<file path="config.mk">
export PLATFORM = sky130hd
export DESIGN_NAME = fft_m1_frame_sequencer_flat
export DESIGN_NICKNAME = d
export VERILOG_FILES = /design/src/rtl/fft_m1_frame_sequencer_if.sv /design/src/rtl/fft_m1_frame_sequencer.sv /design/src/flat_wrapper.sv
export SDC_FILE = /design/constraint.sdc
export NUM_CORES = 1
export LEC_CHECK = 0
export ABC_AREA = 1
export CAP_MARGIN = 25
export CORE_MARGIN = 2
export CORE_UTILIZATION = 45
export DETAILED_ROUTE_END_ITERATION = 10
export PLACE_DENSITY = 0.74
export SKIP_CTS_REPAIR_TIMING = 1
export SLEW_MARGIN = 20
export SYNTH_ARGS = -nofsm -noshare
export SYNTH_HDL_FRONTEND = slang
export SYNTH_SLANG_ARGS = --single-unit
</file>
<file path="constraint.sdc">
create_clock -name clk -period 6.2 [get_ports clk]
set_input_delay 1.24 -clock clk [delete_from_list [all_inputs] [get_ports clk]]
set_output_delay 1.24 -clock clk [all_outputs]
set_load 0.05 [all_outputs]
</file>
<file path="src/rtl/fft_m1_frame_sequencer_if.sv">
// Handshake/control bundle between the frame sequencer and its environment.
// Upstream: en, src_valid -> src_ready. Module1: m1_din_valid out, m1_valid_out in.
// Output tagging: out_first, out_last, out_frame_id. Credits: credit_return in.
// Status: busy, err. Optional SEQ_STATS_EN adds frames_issued/frames_done.
interface fft_m1_frame_sequencer_if;
   logic       en;
   logic       src_valid;
   logic       src_ready;
   logic       m1_din_valid;
   logic       m1_valid_out;
   logic       out_first;
   logic       out_last;
   logic [7:0] out_frame_id;
   logic       credit_return;
   logic       busy;
   logic [1:0] err;
`ifdef SEQ_STATS_EN
   logic [15:0] frames_issued;
   logic [15:0] frames_done;

   modport master (
      output en, src_valid, m1_valid_out, credit_return,
      input  src_ready, m1_din_valid, out_first, out_last, out_frame_id, busy, err,
             frames_issued, frames_done
   );
   modport slave (
      input  en, src_valid, m1_valid_out, credit_return,
      output src_ready, m1_din_valid, out_first, out_last, out_frame_id, busy, err,
             frames_issued, frames_done
   );
`else
   modport master (
      output en, src_valid, m1_valid_out, credit_return,
      input  src_ready, m1_din_valid, out_first, out_last, out_frame_id, busy, err
   );
   modport slave (
      input  en, src_valid, m1_valid_out, credit_return,
      output src_ready, m1_din_valid, out_first, out_last, out_frame_id, busy, err
   );
`endif
endinterface

</file>
<file path="src/rtl/fft_m1_frame_sequencer.sv">
// Frame sequencer ahead of FFT module1: frames the beat stream into frames of
// FRAME_BEATS beats, gates din_valid, enforces downstream credits and an
// in-flight limit, and tags module1 output beats with first/last/frame id.
// Ports: clk, rstn (synchronous, active-high), bus (slave modport of
// fft_m1_frame_sequencer_if). Optional macro SEQ_STATS_EN adds frame counters.
module fft_m1_frame_sequencer #(
   parameter int unsigned FRAME_BEATS  = 32,
   parameter int unsigned CREDITS      = 2,
   parameter int unsigned GAP_CYCLES   = 0,
   parameter int unsigned MAX_INFLIGHT = 4
) (
   input logic                    clk,
   input logic                    rstn,
   fft_m1_frame_sequencer_if.slave bus
);

   localparam int unsigned CNT_W    = (FRAME_BEATS > 2) ? $clog2(FRAME_BEATS) : 1;
   localparam int unsigned CRD_W    = $clog2(CREDITS + 1);
   localparam int unsigned INF_W    = $clog2(MAX_INFLIGHT + 1);
   localparam int unsigned GAP_W    = (GAP_CYCLES > 2) ? $clog2(GAP_CYCLES) : 1;
   localparam int unsigned GAP_LAST = (GAP_CYCLES > 0) ? GAP_CYCLES - 1 : 0;

   typedef enum logic [1:0] {ST_IDLE, ST_RUN, ST_GAP} state_t;

   state_t           r_state;
   logic [CNT_W-1:0] r_in_cnt;
   logic [CNT_W-1:0] r_out_cnt;
   logic [GAP_W-1:0] r_gap_cnt;
   logic [INF_W-1:0] r_inflight;
   logic [CRD_W-1:0] r_credits;
   logic [7:0]       r_in_id;
   logic [7:0]       r_out_id;
   logic [1:0]       r_err;

   logic w_idle_ok;
   logic w_src_ready;
   logic w_hs;
   logic w_start;
   logic w_in_last;
   logic w_out_beat;
   logic w_out_last;

   // Ready is held low during reset so nothing leaks into module1.
   assign w_idle_ok   = bus.en && (r_credits != '0) && (r_inflight < INF_W'(MAX_INFLIGHT));
   assign w_src_ready = !rstn && ((r_state == ST_RUN) || ((r_state == ST_IDLE) && w_idle_ok));
   assign w_hs        = bus.src_valid && w_src_ready;
   assign w_start     = w_hs && (r_state == ST_IDLE);
   assign w_in_last   = w_hs && (r_state == ST_RUN) && (r_in_cnt == CNT_W'(FRAME_BEATS - 1));

   // Output beats arriving with nothing in flight are ignored (flagged in err[0]).
   assign w_out_beat  = !rstn && bus.m1_valid_out && (r_inflight != '0);
   assign w_out_last  = w_out_beat && (r_out_cnt == CNT_W'(FRAME_BEATS - 1));

   assign bus.src_ready    = w_src_ready;
   assign bus.m1_din_valid = w_hs;
   assign bus.out_first    = w_out_beat && (r_out_cnt == '0);
   assign bus.out_last     = w_out_last;
   assign bus.out_frame_id = r_out_id;
   assign bus.busy         = (r_state != ST_IDLE) || (r_inflight != '0);
   assign bus.err          = r_err;

`ifdef SEQ_STATS_EN
   logic [15:0] r_frames_issued;
   logic [15:0] r_frames_done;
   assign bus.frames_issued = r_frames_issued;
   assign bus.frames_done   = r_frames_done;
`endif

   // Input framing FSM, in-flight tracking, credits and output tagging.
   always_ff @(posedge clk) begin
      if (rstn) begin
         r_state    <= ST_IDLE;
         r_in_cnt   <= '0;
         r_out_cnt  <= '0;
         r_gap_cnt  <= '0;
         r_inflight <= '0;
         r_credits  <= CRD_W'(CREDITS);
         r_in_id    <= '0;
         r_out_id   <= '0;
         r_err      <= '0;
`ifdef SEQ_STATS_EN
         r_frames_issued <= '0;
         r_frames_done   <= '0;
`endif
      end else begin
         case (r_state)
            ST_IDLE: begin
               if (w_start) begin
                  r_in_cnt <= CNT_W'(1);
                  r_state  <= ST_RUN;
               end
            end
            ST_RUN: begin
               if (w_in_last) begin
                  r_in_cnt <= '0;
                  r_in_id  <= r_in_id + 8'd1;
                  r_state  <= (GAP_CYCLES == 0) ? ST_IDLE : ST_GAP;
               end else if (w_hs) begin
                  r_in_cnt <= r_in_cnt + CNT_W'(1);
               end
            end
            ST_GAP: begin
               if (r_gap_cnt == GAP_W'(GAP_LAST)) begin
                  r_gap_cnt <= '0;
                  r_state   <= ST_IDLE;
               end else begin
                  r_gap_cnt <= r_gap_cnt + GAP_W'(1);
               end
            end
            default: r_state <= ST_IDLE;
         endcase

         // Simultaneous start and retire cancel out.
         case ({w_start, w_out_last})
            2'b10:   r_inflight <= r_inflight + INF_W'(1);
            2'b01:   r_inflight <= r_inflight - INF_W'(1);
            default: ;
         endcase

         // Simultaneous start and credit return cancel out; overflow saturates.
         if (w_start && !bus.credit_return) begin
            r_credits <= r_credits - CRD_W'(1);
         end else if (!w_start && bus.credit_return) begin
            if (r_credits == CRD_W'(CREDITS)) begin
               r_err[1] <= 1'b1;
            end else begin
               r_credits <= r_credits + CRD_W'(1);
            end
         end

         if (w_out_beat) begin
            if (w_out_last) begin
               r_out_cnt <= '0;
               r_out_id  <= r_out_id + 8'd1;
            end else begin
               r_out_cnt <= r_out_cnt + CNT_W'(1);
            end
         end

         if (bus.m1_valid_out && (r_inflight == '0)) begin
            r_err[0] <= 1'b1;
         end

`ifdef SEQ_STATS_EN
         if (w_in_last)  r_frames_issued <= r_frames_issued + 16'd1;
         if (w_out_last) r_frames_done   <= r_frames_done + 16'd1;
`endif
      end
   end

endmodule

</file>
<file path="src/flat_wrapper.sv">
// flat-port wrapper written by rule: the top's interface ports become plain ports
module fft_m1_frame_sequencer_flat 
#(
   parameter int unsigned FRAME_BEATS  = 32,
   parameter int unsigned CREDITS      = 2,
   parameter int unsigned GAP_CYCLES   = 0,
   parameter int unsigned MAX_INFLIGHT = 4
)
  (clk, rstn, bus_en, bus_src_valid, bus_m1_valid_out, bus_credit_return, bus_src_ready, bus_m1_din_valid, bus_out_first, bus_out_last, bus_out_frame_id, bus_busy, bus_err);
  fft_m1_frame_sequencer_if bus_i ();
  input logic clk;
  input logic rstn;
  input wire logic [$bits(bus_i.en)-1:0] bus_en;
  input wire logic [$bits(bus_i.src_valid)-1:0] bus_src_valid;
  input wire logic [$bits(bus_i.m1_valid_out)-1:0] bus_m1_valid_out;
  input wire logic [$bits(bus_i.credit_return)-1:0] bus_credit_return;
  output wire logic [$bits(bus_i.src_ready)-1:0] bus_src_ready;
  output wire logic [$bits(bus_i.m1_din_valid)-1:0] bus_m1_din_valid;
  output wire logic [$bits(bus_i.out_first)-1:0] bus_out_first;
  output wire logic [$bits(bus_i.out_last)-1:0] bus_out_last;
  output wire logic [$bits(bus_i.out_frame_id)-1:0] bus_out_frame_id;
  output wire logic [$bits(bus_i.busy)-1:0] bus_busy;
  output wire logic [$bits(bus_i.err)-1:0] bus_err;
  assign bus_i.en = bus_en;
  assign bus_i.src_valid = bus_src_valid;
  assign bus_i.m1_valid_out = bus_m1_valid_out;
  assign bus_i.credit_return = bus_credit_return;
  assign bus_src_ready = bus_i.src_ready;
  assign bus_m1_din_valid = bus_i.m1_din_valid;
  assign bus_out_first = bus_i.out_first;
  assign bus_out_last = bus_i.out_last;
  assign bus_out_frame_id = bus_i.out_frame_id;
  assign bus_busy = bus_i.busy;
  assign bus_err = bus_i.err;
  fft_m1_frame_sequencer #(.FRAME_BEATS(FRAME_BEATS), .CREDITS(CREDITS), .GAP_CYCLES(GAP_CYCLES), .MAX_INFLIGHT(MAX_INFLIGHT)) u_core (.clk(clk), .rstn(rstn), .bus(bus_i));
endmodule
</file>
==> PnR_summary.wiki <==
{| class="wikitable"
! Metric !! Value
|-
| Required time reported for the critical path endpoint || 4960 ps
|-
| Total nets after synthesis || between 200 and 250
|-
| CP most frequent cell || clkdlybuf4s50_1
|-
| Max clock buf depth || 2
|-
| Hold/Removal Path Class || register to register
|-
| Die width || 59.6 um
|-
| Maximum clock frequency || 211 MHz
|-
| Worst setup path startpoint || rstn
|-
| Post-Route WL || 2.55 mm
|-
| Clock sink count || 26
|-
| Final setup skew || between 5 and 6 ps
|-
| Grt ovf || 0
|-
| Clock-pin slew reported for the worst setup and hold paths after clock tree synthesis || 130 ps
|-
| Startpoint of the lowest-slack register-to-register path || u_core.r_out_cnt[0]
|-
| Total core area || between 0.003 and 0.004 mm2
|-
| Cell count after synthesis || 195
|-
| Pre-Repair DR Iteration Count || 4
|-
| Power per cell area || 180 mW/mm2
|-
| Share of the clock period used by the worst path after layout || 76.6%
|-
| Kind of launch point of the worst setup path || input pin
|-
| Number of design-rule violations left by the first detailed-router iteration || 42
|-
| Number of antenna violations at the first check in global routing || 0
|-
| Share of layout cells above drive strength 1 || 6.98%
|-
| Most frequent cells in the layout || nand2_1 (47), dfxtp_1 (26), inv_1 (25)
|-
| Area grow syn2layout || 17.6%
|-
| Critical path's slowest cell || clkdlybuf4s50_1
|-
| Cell depth of the worst hold path || 2
|-
| Worst path max stage delay || 820 ps
|-
| Latest clock arrival within the worst-skew pair || 310 ps
|-
| Final cell area excluding filler cells || 0.00163 mm2
|-
| Cells after DPL || around 250
|-
| Maximum number of pins on one net before global-route repair || 19
|-
| Peak ir drop on the vdd network || 0.0986 mV
|-
| Logic pwr share || 17.0%
|-
| Synthesized area divided by synthesized cell count || 7.12 um2
|-
| Per-cell routed wire length || between 10 and 15 um
|-
| Initial core utilization || 46.3%
|-
| Max-slew violation total from the final report || 0
|-
| Via count of the first global-routing pass || 1062
|-
| Number of different library cells in the post-synthesis netlist || 27
|-
| Number of top-level pins || 21
|-
| Global-route wire length before repair || 4.37 mm
|-
| FF+latch count, synth || 26
|-
| Number of endpoints failing setup at the final stage || 0
|-
| Fill count || 291
|-
| CTS H-tree depth || 1
|-
| Final cell count without fillers || 248
|-
| Cell count of the worst reg-to-reg path || 14
|-
| Synthesis Warnings || 0
|-
| Run status || finished clean
|-
| Maxcap violations || 0
|-
| Worst Hold Launch || u_core.bus.err[1]
|-
| Placement-stage cell area || 0.00161 mm2
|-
| Final Hold Fails || 0
|-
| Port Buf Inserts || 20
|-
| Internal portion of total power || 212 uW
|-
| Least-Margin Pin Slew || 495 ps
|-
| Proportion of synthesized chip area in sequential cells || 37.5%
|-
| Synthesized cell area || 0.00139 mm2
|-
| Portion of total power attributed to sequential cells || between 50% and 60%
|-
| Total negative slack || 0 ps
|-
| Startpoint-to-endpoint class of the critical path || input pin to output pin
|-
| Leakage power || 0.664 nW
|-
| Total number of vias || between 1000 and 1500
|-
| Sum of net half-perimeters after detailed placement || 2.03 mm
|-
| Worst-path maximum fanout || 18
|-
| Total Nets Final || 233
|-
| Overall track demand over capacity in global routing || 16.2%
|-
| Clk pwr share || between 20% and 30%
|-
| Number of design rule violations left after detail routing || 0
|-
| Capturing element type of the critical path || output pin
|-
| Number of cell rows || 20
|-
| Max transition margin || 66.9%
|-
| Setup repair after global routing missed its margin || false
|-
| Master cell of the clock root buffer || clkbuf_4
|-
| Num CTS Buffers || 3
|-
| Min cycle time layout || 4750 ps
|-
| Most common cell after layout, fill and taps aside || nand2_1
|-
| Sw Ratio || 28.0%
|-
| Worst path arrival time || 3510 ps
|-
| Gpl congestion || approximately 0.84
|-
| Overall die height || 59.6 um
|-
| DIE AREA || 0.00355 mm2
|-
| Number of antenna repair diodes || 0
|-
| Critical Path, Cell by Cell || clkdlybuf4s50_1 -> inv_4 -> nand2_2 -> inv_2 -> nand3_4 -> clkinv_1 -> clkdlybuf4s50_1
|-
| Net Switching || slightly above 80 uW
|-
| Clock tree from TritonCTS || yes
|-
| Antenna-violating nets left || 0
|-
| Routed vias/inst || 4.96
|}
[layout make-up]
cell class	count	area (um2)	area share, %
flip-flops and latches	26	520	31.9
multi-input cells	138	741	45.4
clock buffers	3	22.5	1.38
repair buffers	20	200	12.3
well taps	33	41.3	2.53
inverters	28	108	6.59
[flip-flops by register name, summed over array words and instances, names as in the netlist]
register and cells:
u_core.bus.out_frame_id 8, u_core.r_credits 2, u_core.r_out_cnt 5, u_core.bus.err 2
u_core.r_state 1, u_core.r_in_cnt 5, u_core.r_inflight 3
[through the flow]
stage | setup WS [ps] | hold slack, ps | util, % | total power [mW]
CTS | 1450 | 476 | 54.4 | 0.300
detailed placement | 1450 | 457 | 53.6 | 0.230
global placement | 1500 | 455 | 53.6 | 0.229
floorplan | 2360 | 445 | - | 0.213
finish | 1450 | 474 | 54.4 | 0.294
global route | 1340 | 487 | 54.4 | 0.311
[synth_stat cells]
library cell / instances / area (um2)
dfxtp_1: 26 / 521
xnor2_1: 1 / 8.76
nand2_1: 47 / 176
nor2_1: 20 / 75.1
fa_1: 1 / 20.0
or2_2: 1 / 6.26
nand4_1: 2 / 12.5
nand3_1: 13 / 65.1
inv_2: 1 / 3.75
nand3_4: 1 / 17.5
nor2_2: 1 / 6.26
buf_6: 1 / 11.3
inv_1: 25 / 93.8
nand3_2: 1 / 10.0
nor3_1: 4 / 20.0
a21oi_1: 18 / 90.1
clkinv_1: 1 / 3.75
inv_4: 1 / 6.26
buf_2: 1 / 5.00
ha_1: 9 / 113
nand2_2: 4 / 25.0
nor2_4: 1 / 11.3
clkbuf_1: 1 / 3.75
a211oi_1: 1 / 7.51
xor2_1: 1 / 8.76
nor3b_2: 1 / 12.5
o21ai_0: 11 / 55.1
[worst paths after layout]
| path | to | slack (ps) |
|---|---|---|
| max | bus_out_last | 1450 |
| max reg2reg | u_core.r_inflight[2] | 3660 |
| min | u_core.bus.err[1] | 470 |
| min reg2reg | u_core.bus.err[1] | 470 |
[cell families (layout without fill, tap and decap cells)]
logic type / after synthesis / in the layout / share of synthesized area (%)
adders and majority gates: 10 / 10 / 9.55
and+or+nand+nor: 96 / 96 / 31.5
buffers and inverters: 31 / 51 / 9.19
DFF: 26 / 26 / 37.5
AOI/OAI and AO/OA: 30 / 30 / 11.0
xor gates and xnor gates: 2 / 2 / 1.26
[power groups by stage]
| stage | registers [mW] | clock network, mW | logic [mW] |
|---|---|---|---|
| 6_report | 0.176 | 0.0685 | 0.0500 |
| 5_1_grt | 0.177 | 0.0790 | 0.0549 |
| 4_1_cts | 0.176 | 0.0732 | 0.0505 |
| 3_5_place_dp | 0.180 | 0 | 0.0504 |
| 3_3_place_gp | 0.180 | 0 | 0.0496 |
| 2_1_floorplan | 0.184 | 0 | 0.0296 |
[worst max-delay path, delay by kind of cell]
| kind | cells | cell delay (ps) |
|---|---|---|
| and+or+nand+nor | 2 | 230 |
| buffers and inverters | 5 | 2030 |
[per-layer routing]
metal | vias up | wire, um | GRT usage (%)
li1 | 663 | - | -
met2 | 23 | 1160 | 26.2
met4 | 0 | 52 | 7.94
met5 | - | 0 | 0
met3 | 6 | 68 | 2.18
met1 | 538 | 1270 | 21.2
Power figures use the tool's default switching activity.
